<file path="config.mk">
export PLATFORM = sky130hd
export DESIGN_NAME = stage_skid_reg_flat
export DESIGN_NICKNAME = d
export VERILOG_FILES = /design/src/rtl/stage_skid_reg_if.sv /design/src/rtl/stage_skid_reg.sv /design/src/flat_wrapper.sv
export SDC_FILE = /design/constraint.sdc
export NUM_CORES = 1
export LEC_CHECK = 0
export CAP_MARGIN = 15
export CORE_UTILIZATION = 40
export CTS_CLUSTER_SIZE = 12
export DETAILED_ROUTE_END_ITERATION = 12
export GPL_ROUTABILITY_DRIVEN = 0
export PLACE_DENSITY = 0.66
export SYNTH_ARGS = -nofsm -noshare
export SYNTH_HDL_FRONTEND = slang
export SYNTH_SLANG_ARGS = --single-unit
</file>
<file path="constraint.sdc">
create_clock -name clk -period 3.9 [get_ports clk]
set_clock_uncertainty 0.15 [all_clocks]
set_input_delay 0.975 -clock clk [delete_from_list [all_inputs] [get_ports clk]]
set_output_delay 0.975 -clock clk [all_outputs]
set_load 0.05 [all_outputs]
</file>
<file path="src/rtl/stage_skid_reg_if.sv">
// Handshake bundle for one pipeline stage: the upstream entry port, the
// downstream entry port, the flush control and the two status outputs.
interface stage_skid_reg_if #(
  parameter int DATA_W = 64,
  parameter int PC_W   = 32
);
  logic              flush;
  logic              in_valid;
  logic              in_ready;
  logic [PC_W-1:0]   in_pc;
  logic [DATA_W-1:0] in_data;
  logic              out_valid;
  logic              out_ready;
  logic [PC_W-1:0]   out_pc;
  logic [DATA_W-1:0] out_data;
  logic              newpc_o;
  logic [7:0]        drop_cnt;

  // Environment side: feeds entries in, consumes entries out.
  modport master (
    output flush, in_valid, in_pc, in_data, out_ready,
    input  in_ready, out_valid, out_pc, out_data, newpc_o, drop_cnt
  );

  // Stage side: the stage_skid_reg block itself.
  modport slave (
    input  flush, in_valid, in_pc, in_data, out_ready,
    output in_ready, out_valid, out_pc, out_data, newpc_o, drop_cnt
  );
endinterface

</file>
<file path="src/rtl/stage_skid_reg.sv">
// Pipeline stage register with optional two-entry skid buffer, flush with a
// saturating discard counter, and a "new PC" pulse on the output side.
module stage_skid_reg #(
  parameter int DATA_W  = 64,
  parameter int PC_W    = 32,
  parameter bit SKID_EN = 1'b1
) (
  input  logic            clk,
  input  logic            rst,
  stage_skid_reg_if.slave bus
);

  typedef enum logic [1:0] {
    EMPTY = 2'd0,
    ONE   = 2'd1,
    FULL  = 2'd2
  } state_t;

  state_t            state_q, state_d;
  logic [PC_W-1:0]   main_pc_q, main_pc_d;
  logic [DATA_W-1:0] main_data_q, main_data_d;
  logic [PC_W-1:0]   skid_pc_q, skid_pc_d;
  logic [DATA_W-1:0] skid_data_q, skid_data_d;
  logic              in_ready_q, in_ready_d;
  logic [PC_W-1:0]   last_pc_q, last_pc_d;
  logic              newpc_q, newpc_d;
  logic [7:0]        drop_q, drop_d;

  logic              out_valid_w;
  logic              in_ready_w;
  logic              in_fire;
  logic              out_fire;
  logic [1:0]        held;
  logic [8:0]        drop_sum;

  // The main register is zeroed whenever it is not holding an entry, so the
  // outputs show a NOP bubble without extra gating.
  assign out_valid_w = (state_q != EMPTY);
  assign in_ready_w  = SKID_EN ? in_ready_q : (!out_valid_w || bus.out_ready);
  assign in_fire     = bus.in_valid && in_ready_w;
  assign out_fire    = out_valid_w && bus.out_ready;

  assign held     = (state_q == FULL) ? 2'd2 : ((state_q == ONE) ? 2'd1 : 2'd0);
  assign drop_sum = {1'b0, drop_q} + {7'b0, held};

  assign bus.in_ready  = in_ready_w;
  assign bus.out_valid = out_valid_w;
  assign bus.out_pc    = main_pc_q;
  assign bus.out_data  = main_data_q;
  assign bus.newpc_o   = newpc_q;
  assign bus.drop_cnt  = drop_q;

  // Next-state and datapath selection; flush wins over both transfers and
  // leaves last_pc alone so it never produces a newpc pulse by itself.
  always_comb begin
    state_d     = state_q;
    main_pc_d   = main_pc_q;
    main_data_d = main_data_q;
    skid_pc_d   = skid_pc_q;
    skid_data_d = skid_data_q;
    last_pc_d   = last_pc_q;
    newpc_d     = 1'b0;
    drop_d      = drop_q;

    if (bus.flush) begin
      state_d     = EMPTY;
      main_pc_d   = '0;
      main_data_d = '0;
      skid_pc_d   = '0;
      skid_data_d = '0;
      drop_d      = drop_sum[8] ? 8'hFF : drop_sum[7:0];
    end else begin
      if (out_fire) begin
        last_pc_d = main_pc_q;
        newpc_d   = (main_pc_q != last_pc_q);
      end
      case (state_q)
        EMPTY: begin
          if (in_fire) begin
            state_d     = ONE;
            main_pc_d   = bus.in_pc;
            main_data_d = bus.in_data;
          end
        end
        ONE: begin
          if (in_fire && out_fire) begin
            main_pc_d   = bus.in_pc;
            main_data_d = bus.in_data;
          end else if (in_fire) begin
            state_d     = FULL;
            skid_pc_d   = bus.in_pc;
            skid_data_d = bus.in_data;
          end else if (out_fire) begin
            state_d     = EMPTY;
            main_pc_d   = '0;
            main_data_d = '0;
          end
        end
        FULL: begin
          if (out_fire) begin
            state_d     = ONE;
            main_pc_d   = skid_pc_q;
            main_data_d = skid_data_q;
            skid_pc_d   = '0;
            skid_data_d = '0;
          end
        end
        default: begin
          state_d = EMPTY;
        end
      endcase
    end

    in_ready_d = (state_d != FULL);
  end

  // State and datapath registers with synchronous reset.
  always_ff @(posedge clk) begin
    if (rst) begin
      state_q     <= EMPTY;
      main_pc_q   <= '0;
      main_data_q <= '0;
      skid_pc_q   <= '0;
      skid_data_q <= '0;
      in_ready_q  <= 1'b1;
      last_pc_q   <= '0;
      newpc_q     <= 1'b0;
      drop_q      <= '0;
    end else begin
      state_q     <= state_d;
      main_pc_q   <= main_pc_d;
      main_data_q <= main_data_d;
      skid_pc_q   <= skid_pc_d;
      skid_data_q <= skid_data_d;
      in_ready_q  <= in_ready_d;
      last_pc_q   <= last_pc_d;
      newpc_q     <= newpc_d;
      drop_q      <= drop_d;
    end
  end

endmodule

</file>
<file path="src/flat_wrapper.sv">
// flat-port wrapper written by rule: the top's interface ports become plain ports
module stage_skid_reg_flat 
#(
  parameter int DATA_W  = 64,
  parameter int PC_W    = 32,
  parameter bit SKID_EN = 1'b1
)
  (clk, rst, bus_flush, bus_in_valid, bus_in_pc, bus_in_data, bus_out_ready, bus_in_ready, bus_out_valid, bus_out_pc, bus_out_data, bus_newpc_o, bus_drop_cnt);
  stage_skid_reg_if #(.DATA_W(DATA_W), .PC_W(PC_W)) bus_i ();
  input  logic clk;
  input  logic rst;
  input wire logic [$bits(bus_i.flush)-1:0] bus_flush;
  input wire logic [$bits(bus_i.in_valid)-1:0] bus_in_valid;
  input wire logic [$bits(bus_i.in_pc)-1:0] bus_in_pc;
  input wire logic [$bits(bus_i.in_data)-1:0] bus_in_data;
  input wire logic [$bits(bus_i.out_ready)-1:0] bus_out_ready;
  output wire logic [$bits(bus_i.in_ready)-1:0] bus_in_ready;
  output wire logic [$bits(bus_i.out_valid)-1:0] bus_out_valid;
  output wire logic [$bits(bus_i.out_pc)-1:0] bus_out_pc;
  output wire logic [$bits(bus_i.out_data)-1:0] bus_out_data;
  output wire logic [$bits(bus_i.newpc_o)-1:0] bus_newpc_o;
  output wire logic [$bits(bus_i.drop_cnt)-1:0] bus_drop_cnt;
  assign bus_i.flush = bus_flush;
  assign bus_i.in_valid = bus_in_valid;
  assign bus_i.in_pc = bus_in_pc;
  assign bus_i.in_data = bus_in_data;
  assign bus_i.out_ready = bus_out_ready;
  assign bus_in_ready = bus_i.in_ready;
  assign bus_out_valid = bus_i.out_valid;
  assign bus_out_pc = bus_i.out_pc;
  assign bus_out_data = bus_i.out_data;
  assign bus_newpc_o = bus_i.newpc_o;
  assign bus_drop_cnt = bus_i.drop_cnt;
  stage_skid_reg #(.DATA_W(DATA_W), .PC_W(PC_W), .SKID_EN(SKID_EN)) u_core (.clk(clk), .rst(rst), .bus(bus_i));
endmodule
</file>
### After elaboration in Yosys (flattened, before gate mapping)

Cells that the tools add are included.

* flip-flop bits (word level): 236
* input bits: 101
* output and inout port bits: 107
* logic and storage cells: 60

* add/sub/neg operators: 1
* equality and inequality tests: 10
* multiplexer cells: 26
* bitwise logic cells: 2
* reductions and logical operators: 12

Operators by type and width (number)
* two-way mux 64 bit: 6
* two-way mux 32 bit: 6
* one-hot mux 64 bit (3 select lines): 1
* one-hot mux 64 bit (2 select lines): 1
* one-hot mux 32 bit (3 select lines): 1
* one-hot mux 32 bit (2 select lines): 1
* != test 32 bit: 1
* two-way mux 2 bit: 7
* adder 8 x 2 -> 9 bit: 1
* two-way mux 8 bit: 1
* != test 2 x 1 -> 1 bit (second input constant): 3
* one-hot mux 2 bit (3 select lines): 1
* AND reduction 5 bit: 1
* != test 2 bit (second input constant): 2
* AND reduction 4 bit: 1
* nonzero test 2 bit: 2
* logical AND 1 bit: 3
* != test 3 x 2 -> 1 bit (second input constant): 1
* != test 3 bit (second input constant): 1
* nonzero test 3 bit: 1
* OR reduction 3 bit: 1
* equality test 2 x 1 -> 1 bit (second input constant): 1
* equality test 2 bit (second input constant): 1
* logical NOT 2 bit: 1
* 4 further kinds: 5

### Longest topological paths before layout

* depth after elaboration: 8
* mapped depth: 10
* mapped depth without buffers: 8

### Worst setup path before layout

OpenSTA, ideal clock, no wires.

* path kind: input-to-reg
* from: in rst
* to: reg u_core.in_ready_q, in the netlist u_core.bus.in_ready
* library setup time: 0.134 ns
* arrival: 2.158 ns
* data required time: 3.616 ns
* path slack: 1.458 ns
* stages: 5
* path buffers: 2
* cells stage by stage: clkbuf_1 > or2_1 > buf_2 > a211o_1 > or4b_1

RTL lines
* start: declaration: RTL line flat_wrapper.sv:11 `input logic rst;`
* end signal: assignment: RTL line stage_skid_reg.sv:135 `in_ready_q <= in_ready_d;`
* end: declaration: RTL line stage_skid_reg.sv:24 `logic in_ready_q, in_ready_d;`

### Worst setup path in the final report

* from: reg u_core.state_q[0]
* to: out bus_out_valid

* cells in the longest elaborated chain, start to end: 1

RTL lines
* start: declaration: RTL line stage_skid_reg.sv:19 `state_t state_q, state_d;`
* start signal: assignment: RTL line stage_skid_reg.sv:130 `state_q <= state_d;`
* nonzero test 2 bit: RTL line stage_skid_reg.sv:38 `assign out_valid_w = (state_q != EMPTY);`
* end: declaration: RTL line flat_wrapper.sv:18 `output wire logic [$bits(bus_i.out_valid)-1:0] bus_out_valid;`

No other way between the ends.

==> flow_summary_export.csv <==
group,metric,value,unit
sta,finalCritPeriodShare,86.5,%
detailed_routing,drc,0,
status,outcome,"complete, no violations",
global_route,grt_remaining_overflow,0,
clock_tree,clkSlewWorstSetupHoldPaths,60,ps
final_layout,area_delta_synth_final,33.6,%
global_route,grt_pass1_vias,7846,
synthesis,syn_nets,1134,
setup_path,crit_type,"reg -> out",
clock_tree,ctsHoldBuffers,0,
setup_path,cp_max_fo,5,
synthesis,ys_types,39,
global_route,grt_start_max_net_pins,98,
sta,hold_viol_final,0,
synthesis,syn_inst,1025,
clock_tree,h-tree-depth,1,
place,postPlaceCellArea,11400,um^2
synthesis,syn-cell-area,9170,um^2
setup_path,start_kind,"flop",
clock_tree,post_cts_resized,0,
detailed_routing,drt-wirelength-per-cell,17.6,um
final_layout,fill_cells,2056,
setup_path,crit_buf_inv,3,
synthesis,synth.yosys.seq_area_share,51.5,%
sta,final.setup.tns,0,ps
floorplan,core_area,22600,um^2
sta,finalCriticalPeriod,3380,ps
detailed_routing,drt-initial-drc-count,516,
clock_tree,post_cts_buffers,0,
hold_path,holdCritStartpoint,"u_core.last_pc_q[0]$_SDFFE_PP0P_",
floorplan,die_w,153,um
detailed_routing,final_antenna_net_count,0,
setup_path,cp-end-kind,"primary output",
sta,setup_viol,0,
synthesis,ys_seq_elements,236,
pwr,power_density,467,nW/um^2
detailed_routing,firstDrtPassIters,5,
place,post-place-ws,657,ps
detailed_routing,vias,8141,
sta,drv_slew,0,
final_layout,drive_above_1_share,5.28,%
place,dp.cells,1436,
final_layout,instances_no_fill,1480,
setup_path,cp_data_arrival_time,2250,ps
setup_path,rr_endpoint,"u_core.bus.out_data[3]$_SDFFE_PP0P_",
global_route,track_usage,21.6,%
floorplan,die-height,153,um
setup_path,worstPathRequired,2770,ps
clock_tree,clkSinkCount,236,
final_layout,final_area,12300,um^2
global_route,antenna_found_initial,1,
sta,maxSlewHeadroom,55.1,%
final_layout,layout_commonest_cell,"dfxtp_1",
hold_path,whs_path_depth,2,
setup_path,r2r_cells,7,
clock_tree,cts_tree,"yes",
setup_path,r2r-start,"u_core.state_q[0]$_SDFF_PP0_",
place,dpl.hpwl,16000,um
final_layout,nets,1288,
hold_path,hold_end,"u_core.last_pc_q[0]$_SDFFE_PP0P_",
pwr,vdd_ir_drop_max,0.272,mV
synthesis,ys.warnings.count,0,
floorplan,row_count,55,
final_layout,fin_util,54.3,%
detailed_routing,viasPerCell,5.50,
setup_path,slowest_delay,840,ps
synthesis,synth.avg_cell_area,8.95,um^2
sta,fmax,0.296,GHz
clock_tree,cts_made_buffers,26,
detailed_routing,routed_wl,26000,um
hold_path,hold_class,"reg -> reg",
setup_path,reg2reg_slack,1280,ps
sta,tightest_slew,674,ps
job,drv_cap,0,
clock_tree,clk_path_buf_depth,3,
floorplan,start_util,40.6,%
final_layout,layout_common_cells,"236 x dfxtp_1, 207 x clkdlybuf4s50_1, 192 x a22oi_1",
clock_tree,insertion_delay,520,ps
clock_tree,root_buffer,"clkbuf_16",
setup_path,critical_path.top_delay_family,"buffers and inverters",
place,port_buffers,207,
pwr,power.leakage,4.14,nW
sta,fin_ws,525,ps
setup_path,crit_chain,"inv_1 -> ha_1 -> inv_1 -> clkdlybuf4s50_1",
setup_path,slowest_stage,"clkdlybuf4s50_1",
setup_path,crit_top_cell,"inv_1",
floorplan,die_area,23500,um^2
global_route,grt_first_pass_wirelength,41700,um
floorplan,ios,208,
sta,rsz0062_at_grt,"false",
-- cells in the mapped netlist --
master / number / area share, %
a211o_1: 1 / 0.095
a211oi_1: 1 / 0.082
a211oi_2: 1 / 0.14
a21boi_0: 1 / 0.082
a21o_1: 1 / 0.082
a21oi_1: 138 / 7.5
a21oi_2: 1 / 0.095
a22oi_1: 192 / 16
a311oi_1: 1 / 0.095
a31oi_1: 1 / 0.068
and2_1: 2 / 0.14
and3b_1: 1 / 0.095
and4b_1: 1 / 0.11
buf_2: 43 / 2.3
buf_4: 2 / 0.16
buf_6: 1 / 0.12
clkbuf_1: 52 / 2.1
dfxtp_1: 236 / 52
fa_1: 1 / 0.22
ha_1: 7 / 0.95
inv_1: 6 / 0.25
mux2i_1: 2 / 0.22
nand2_1: 69 / 2.8
nand2b_1: 2 / 0.14
nand3_1: 3 / 0.16
nand4_1: 8 / 0.55
nor2_1: 102 / 4.2
nor2b_1: 2 / 0.14
nor3_1: 4 / 0.22
nor3b_1: 1 / 0.082
nor4_1: 2 / 0.14
nor4b_1: 1 / 0.095
nor4bb_1: 1 / 0.11
o21ai_0: 97 / 5.3
o21ai_2: 1 / 0.095
or2_1: 2 / 0.14
or4b_1: 1 / 0.11
xnor2_1: 36 / 3.4
xor2_1: 1 / 0.095
-- logic make-up (layout without fill, tap and decap cells) --
logic type,Yosys count,after routing,share of synthesized area (%)
AOI/OAI and AO/OA,436,436,29.4
xor gates and xnor gates,37,37,3.53
adders and majority gates,8,8,1.17
buffers and inverters,104,273,5.01
DFF,236,236,51.5
muxes,2,2,0.218
other,0,1,0
and+or+nand+nor,202,202,9.21
-- state kept, by name (all words and copies together) (netlist names) --
signal               count
u_core.bus.out_data     64
u_core.skid_data_q      64
u_core.last_pc_q        32
u_core.state_q           2
u_core.bus.in_ready      1
u_core.bus.out_pc       32
u_core.bus.drop_cnt      8
u_core.bus.newpc_o       1
u_core.skid_pc_q        32
-- worst register-to-register path: cells and delay by family (launching register included) --
family                     cells  cell delay [ps]
adders and majority gates      1              270
AOI/OAI and AO/OA              3              760
buffers and inverters          2              590
and+or+nand+nor                1              380
DFF                            1              410
-- worst max-delay path by stage --
stage | cells past startpoint | endpoint | slack (ps) | start
final | 4 | bus_out_valid | 520 | u_core.state_q[0]$_SDFF_PP0_
after global routing | 4 | bus_out_valid | 460 | u_core.state_q[0]$_SDFF_PP0_
after CTS | 4 | bus_out_valid | 510 | u_core.state_q[0]$_SDFF_PP0_
after detailed placement | 6 | u_core.bus.out_data[11]$_SDFFE_PP0P_ | 660 | bus_out_ready
after global placement | 6 | u_core.bus.out_pc[20]$_SDFFE_PP0P_ | 750 | bus_out_ready
after floorplan | 5 | u_core.bus.in_ready$_SDFF_PP1_ | 1460 | rst
-- metrics by stage --
step,hold slack (ps),total power [W]
after global routing,335,0.00594
after detailed placement,310,0.00340
after floorplan,299,0.00307
final,316,0.00572
after CTS,318,0.00577
after global placement,304,0.00340
-- where the power goes --
group,switching [W],internal (W),leakage (nW)
Sequential,0.0000559,0.00248,1.91
Clock,0.000958,0.00142,0.405
Combinational,0.000492,0.000319,1.82
Total,0.00151,0.00422,4.14
-- routing by layer --
metal	vias up	global-route usage, %	routed length [um]
li1	4008	-	-
met1	3855	27.7	11300
met2	238	35.9	12100
met3	40	5.90	2010
met4	0	5.38	552
met5	-	0	0
-- layout make-up --
class	instances	area [um^2]	area share, %
flip-flops and latches	236	4720	38.5
multi-input cells	685	4030	32.9
repair buffers	224	2300	18.8
clock buffers	37	763	6.23
well taps	285	357	2.91
clock inverters	6	61.3	0.500
inverters	6	22.5	0.184
diodes	1	2.50	0.0204
(Power assumes the default switching activity.)
